### src/rtl/mem_interconnect_pkg.sv
// mem_interconnect_pkg: shared widths, FSM state type and sizing helper
package mem_interconnect_pkg;
    localparam int DEF_ADDR_W = 16;
    localparam int DEF_DATA_W = 32;
    localparam int ERR_CNT_W  = 8;

    typedef enum logic [1:0] {IDLE, ACCESS, RESP} state_t;

    function automatic int idx_w(input int n);
        return (n > 1) ? $clog2(n) : 1;
    endfunction
endpackage

### src/rtl/mem_region_decoder.sv
// mem_region_decoder: address to target index; lowest hitting region wins
module mem_region_decoder
    import mem_interconnect_pkg::*;
#(
    parameter int                        N_TGT  = 2,
    parameter int                        ADDR_W = DEF_ADDR_W,
    parameter logic [N_TGT*ADDR_W-1:0]   BASE   = {16'h8000, 16'h0000},
    parameter logic [N_TGT*ADDR_W-1:0]   MASK   = {16'hFF00, 16'hC000}
) (
    input  logic [ADDR_W-1:0]            addr,
    output logic                         hit,
    output logic [idx_w(N_TGT)-1:0]      idx
);
    always_comb begin
        hit = 1'b0;
        idx = '0;
        for (int i = N_TGT - 1; i >= 0; i--)
            if ((addr & MASK[i*ADDR_W +: ADDR_W]) == BASE[i*ADDR_W +: ADDR_W]) begin
                hit = 1'b1;
                idx = idx_w(N_TGT)'(i);
            end
    end
endmodule

### src/rtl/mem_interconnect.sv
// mem_interconnect: single-master to N_TGT-target bridge with region decode,
// per-access timeout and sticky error reporting.
module mem_interconnect
    import mem_interconnect_pkg::*;
#(
    parameter int                        ADDR_W      = DEF_ADDR_W,
    parameter int                        DATA_W      = DEF_DATA_W,
    parameter int                        N_TGT       = 2,
    parameter logic [N_TGT*ADDR_W-1:0]   REGION_BASE = {16'h8000, 16'h0000},
    parameter logic [N_TGT*ADDR_W-1:0]   REGION_MASK = {16'hFF00, 16'hC000},
    parameter int                        TIMEOUT     = 16
) (
    input  logic                         clk,
    input  logic                         rst_n,
    input  logic                         req_valid,
    output logic                         req_ready,
    input  logic                         req_we,
    input  logic [ADDR_W-1:0]            req_addr,
    input  logic [DATA_W-1:0]            req_wdata,
    input  logic [DATA_W/8-1:0]          req_be,
    output logic                         resp_valid,
    output logic [DATA_W-1:0]            resp_rdata,
    output logic                         resp_err,
    output logic [N_TGT-1:0]             tgt_sel,
    output logic                         tgt_we,
    output logic [ADDR_W-1:0]            tgt_addr,
    output logic [DATA_W-1:0]            tgt_wdata,
    output logic [DATA_W/8-1:0]          tgt_be,
    input  logic [N_TGT*DATA_W-1:0]      tgt_rdata,
    input  logic [N_TGT-1:0]             tgt_ready,
    output logic [ADDR_W-1:0]            err_addr,
    output logic [ERR_CNT_W-1:0]         err_count
);
    localparam int IDX_W = idx_w(N_TGT);
    localparam int CNT_W = $clog2(TIMEOUT + 1);

    state_t                 r_state, w_next;
    logic                   r_we, r_err;
    logic [ADDR_W-1:0]      r_addr, r_err_addr;
    logic [DATA_W-1:0]      r_wdata, r_rdata;
    logic [DATA_W/8-1:0]    r_be;
    logic [IDX_W-1:0]       r_idx, w_idx;
    logic [CNT_W-1:0]       r_cnt;
    logic [ERR_CNT_W-1:0]   r_err_count;
    logic                   w_hit, w_hs, w_rdy, w_tmo, w_err_evt;
    logic [DATA_W-1:0]      w_rd [N_TGT];

    for (genvar g = 0; g < N_TGT; g++) begin : g_rd
        assign w_rd[g] = tgt_rdata[g*DATA_W +: DATA_W];
    end

    mem_region_decoder #(
        .N_TGT (N_TGT),
        .ADDR_W(ADDR_W),
        .BASE  (REGION_BASE),
        .MASK  (REGION_MASK)
    ) u_dec (
        .addr(req_addr),
        .hit (w_hit),
        .idx (w_idx)
    );

    // req_ready is gated by rst_n so it reads 0 throughout reset
    assign req_ready = rst_n && (r_state == IDLE);
    assign w_hs      = req_valid && req_ready;
    assign w_rdy     = (r_state == ACCESS) && tgt_ready[r_idx];
    assign w_tmo     = (r_state == ACCESS) && !tgt_ready[r_idx] && (r_cnt == CNT_W'(TIMEOUT));
    assign w_err_evt = (w_hs && !w_hit) || w_tmo;

    always_comb begin
        w_next = r_state;
        case (r_state)
            IDLE:    w_next = w_hs ? (w_hit ? ACCESS : RESP) : IDLE;
            ACCESS:  w_next = (w_rdy || w_tmo) ? RESP : ACCESS;
            default: w_next = IDLE;
        endcase
    end

    always_comb begin
        tgt_sel = '0;
        if (r_state == ACCESS)
            tgt_sel[r_idx] = 1'b1;
    end

    assign resp_valid = (r_state == RESP);
    assign resp_rdata = resp_valid ? r_rdata : '0;
    assign resp_err   = resp_valid && r_err;
    assign tgt_we     = r_we;
    assign tgt_addr   = r_addr;
    assign tgt_wdata  = r_wdata;
    assign tgt_be     = r_be;
    assign err_addr   = r_err_addr;
    assign err_count  = r_err_count;

    always_ff @(posedge clk or negedge rst_n) begin
        if (!rst_n)
            r_state <= IDLE;
        else
            r_state <= w_next;
    end

    always_ff @(posedge clk or negedge rst_n) begin
        if (!rst_n) begin
            r_we        <= 1'b0;
            r_addr      <= '0;
            r_wdata     <= '0;
            r_be        <= '0;
            r_idx       <= '0;
            r_cnt       <= '0;
            r_rdata     <= '0;
            r_err       <= 1'b0;
            r_err_addr  <= '0;
            r_err_count <= '0;
        end else begin
            if (w_hs) begin
                r_we    <= req_we;
                r_addr  <= req_addr;
                r_wdata <= req_wdata;
                r_be    <= req_be;
                r_idx   <= w_idx;
                r_cnt   <= CNT_W'(1);
                r_rdata <= '0;
                r_err   <= !w_hit;
            end
            // ready on the final counted cycle still wins over the timeout
            if (w_rdy) begin
                r_rdata <= r_we ? '0 : w_rd[r_idx];
                r_err   <= 1'b0;
            end else if (w_tmo) begin
                r_rdata <= '0;
                r_err   <= 1'b1;
            end else if (r_state == ACCESS) begin
                r_cnt   <= r_cnt + CNT_W'(1);
            end
            if (w_err_evt) begin
                r_err_addr <= w_hs ? req_addr : r_addr;
                if (r_err_count != '1)
                    r_err_count <= r_err_count + ERR_CNT_W'(1);
            end
        end
    end
endmodule

### config.mk
export PLATFORM = sky130hd
export DESIGN_NAME = mem_interconnect
export DESIGN_NICKNAME = d
export VERILOG_FILES = /design/src/rtl/mem_interconnect_pkg.sv /design/src/rtl/mem_region_decoder.sv /design/src/rtl/mem_interconnect.sv
export SDC_FILE = /design/constraint.sdc
export NUM_CORES = 1
export LEC_CHECK = 0
export CAP_MARGIN = 30
export CORE_ASPECT_RATIO = 1.4
export CORE_UTILIZATION = 60
export DETAILED_ROUTE_END_ITERATION = 8
export DONT_BUFFER_PORTS = 1
export PLACE_DENSITY = 0.76
export RECOVER_POWER = 50
export SLEW_MARGIN = 20
export SYNTH_ARGS = -nofsm -noshare
export SYNTH_HDL_FRONTEND = slang
export SYNTH_SLANG_ARGS = --single-unit
### constraint.sdc
create_clock -name clk -period 4.9 [get_ports clk]
set_clock_uncertainty 0.15 [all_clocks]
set_input_delay 1.225 -clock clk [delete_from_list [all_inputs] [get_ports clk]]
set_output_delay 1.225 -clock clk [all_outputs]
set_load 0.01 [all_outputs]
==> flow_summary.toml <==
[status]
status = "finished, final reports clean"

[power]
internal_power_mw = 2.25
p_per_area_nw_per_um2 = 523
switching_power_mw = 0.838
leakagePower_nw = 2.84
p_comb_share_pct = 10.4
vdd_drop_max_mv = 0.378
power_frac_seq_pct = 45.7
p_sw_share_pct = 27.1
power.total_mw = 3.09
p_clk_share_pct = 43.9

[cells_and_area]
area_growth_pct = 14.2
antenna_cells = 0
drive_gt1_share_pct = 11.2
final_common_cell = "nand2_1"
seqCellArea_um2 = 2950
nets = 647
final_cells = 637
layout_common_cells = "nand2_1 (197), dfrtp_1 (117), mux2i_1 (34), and2_1 (33), o21ai_0 (31)"
n_fill_cell = 619
multi_input_area_um2 = 2070

[critical_path]
crit_fanout = 22
cpPeakStageDelay_ps = 520
cp_slowest_cell = "nor2b_2"
worstSetupEndpointType = "output pin"
crit_path_start = "r_state[1]"
r2r_end = "err_addr[12]"
cp_top_family = "simple AND/OR/NAND/NOR gates"
worstPathArrival_ps = 1790
reg2regPathDepth = 5
path_depth = 3
crit_chain = "nor2b_2, buf_8, and2_1"
worstSetupPathType = "register to output pin"
reg2reg_from = "r_state[0]"
r2r_slack_ps = 2180
crit_path_start_kind = "register"
critPathCapture = "resp_err"
required_ps = 3520
path_buf_inv = 1

[cts]
cts_tree = "built"
clkSlewWorstSetupHoldPaths_ps = 50
root_buffer = "clkbuf_16"
insertion_delay_ps = 400
ctsHoldBuffers = 0
h-tree-depth = 4
numCtsBuffers = 17
cts_sinks = 118
cts_resized = 0
clk_path_buf_depth = 2
post_cts_buffers = 0

[global_route]
grt_pass1_wl_um = 18000
grt_use_total_pct = 27.1
grt_antenna_before_repair = 0
grt-ovfl-total = 0
grt_max_degree = 120
grt_pass1_vias = 3722

[routing]
wirelength_um = 11500
first_pass_iters = 4
routed_via_density = 5.70
remaining_drc_errors = 0
wl_per_cell_um = 18.1
drtIter0Drc = 162
antenna_left = 0
vias = 3629

[place]
dpl_worst_slack_ps = 1370
io_buffers = 0
post-place-cells = 603
dp_hpwl_um = 7790
place.gp.congestion = 0.792

[synth]
synth_fa_ha_area_share_pct = 0.725
ys_seq_area_share_pct = 57.0
yosysUniqueCellTypes = 36
synth_nets = 650
syn_area_um2 = 5180
yosys_warnings = 0
synthCells = 525
synth_xor_area_share_pct = 0.846
synth_top_family_by_area = "simple AND/OR/NAND/NOR gates"
muxShareOfSynthArea_pct = 11.3
synth_compound_gate_area_share_pct = 4.76
yosys.area_share.simple_pct = 22.3
synth.ff_latch_count = 118
syn_avg_cell_area_um2 = 9.86

[sta]
max_freq_mhz = 316
rsz0062_at_grt = "false"
fin_ws_ps = 1740
tns_ps = 0
maxSlewViolCount = 0
max_slew_margin_pct = 36.3
period_share_pct = 64.6
hold_viol_final = 0
fin_crit_ps = 3160
worst_pin_slew_ps = 955
setup_violations = 0

[floorplanning]
die_h_um = 112
coreArea_um2 = 8250
row_count = 39
dieArea_um2 = 9010
io_pins = 236
initial_core_util_pct = 62.8
die_x_um = 80.5

[min_path]
hp-class = "register to register"

[flow_run]
maxCapViolCount = 0
logic make-up (layout without fill, tap and decap cells):
kind of cell    after synthesis  in the layout
compound gates               47             47
xor+xnor                      5              5
fa+ha+maj                     3              3
buf+inv                      34             44
flops                       118            118
mux                          52             52
simple gates                266            266
metal layers:
layer | track usage (%) | part of all wire, % | up-vias
met1 | 31.2 | 39 | 1730
met3 | 9.59 | 8.0 | 23
met2 | 45.1 | 51 | 187
met4 | 11.7 | 2.2 | 0
li1 | - | - | 1689
met5 | 0 | 0 | -
power groups by stage:
stage | Sequential [mW] | Combinational, mW | Clock [mW]
CTS | 1.41 | 0.320 | 1.37
finish | 1.41 | 0.320 | 1.36
floorplan | 1.37 | 0.263 | 0
global route | 1.43 | 0.366 | 1.42
detailed placement | 1.42 | 0.319 | 0
global placement | 1.42 | 0.290 | 0
state kept, by name, indices dropped and copies added (netlist names):
register and cells:
r_rdata 32, tgt_wdata 32, err_addr 16, tgt_addr 16, err_count 8, r_cnt 5
tgt_be 4, r_state 2, r_err 1, r_idx 1, tgt_we 1
per-stage QoR:
| step | util (%) | hold slack, ps | area (um2) |
|---|---|---|---|
| 2_1_floorplan | - | 291 | 5180 |
| 4_1_cts | 71.3 | 323 | 5880 |
| 3_3_place_gp | 63.1 | 304 | 5200 |
| 5_1_grt | 71.7 | 333 | 5910 |
| 6_report | 71.7 | 317 | 5910 |
| 3_5_place_dp | 63.3 | 312 | 5220 |
layout make-up:
class / instances / share of cell area (%)
Clock buffer: 20 / 7.72
Clock inverter: 12 / 3.39
Inverter: 5 / 0.317
Multi-Input combinational cell: 373 / 35.1
Sequential cell: 118 / 50.0
Tap cell: 102 / 2.16
Timing Repair Buffer: 7 / 1.35
Yosys cell counts (all sizes together):
cell     count  share of area [%]
a21o         2               0.29
a21oi        5               0.48
a22o         1               0.17
a31oi        2               0.24
and2        35                4.3
and3         1               0.12
and3b        1               0.24
buf         10                1.3
clkbuf      19                1.4
dfrtp      118                 57
ha           3               0.73
inv          5               0.36
mux2        18                4.7
mux2i       34                6.6
nand2      198                 14
nand2b       1               0.12
nand3        8               0.77
nand4        3               0.36
nand4bb      1               0.22
nor2        10               0.73
nor2b        2               0.24
nor3         2               0.19
nor3b        1               0.24
nor4         1               0.12
nor4b        1               0.17
o21ai       37                3.6
or3          1               0.12
xnor2        3               0.51
xor2         2               0.34
worst min-delay path by stage:
stage / startpoint / end / slack, ps / cells past startpoint
final: r_rdata[3] / r_rdata[3] / 320 / 2
after global routing: r_rdata[3] / r_rdata[3] / 330 / 2
after CTS: r_rdata[3] / r_rdata[3] / 320 / 2
after detailed placement: r_rdata[3] / r_rdata[3] / 310 / 2
after global placement: r_rdata[2] / r_rdata[2] / 300 / 2
after floorplan: r_err / r_err / 290 / 1
worst reg2reg max path, delay by kind of cell, from the launching register on:
family | cells | cell delay [ps]
AND/OR/NAND/NOR | 2 | 640
AO/OA/AOI/OAI | 1 | 760
buffers and inverters | 1 | 310
flip-flops | 1 | 420
multiplexers | 1 | 330
Power figures use the tool's default switching activity.
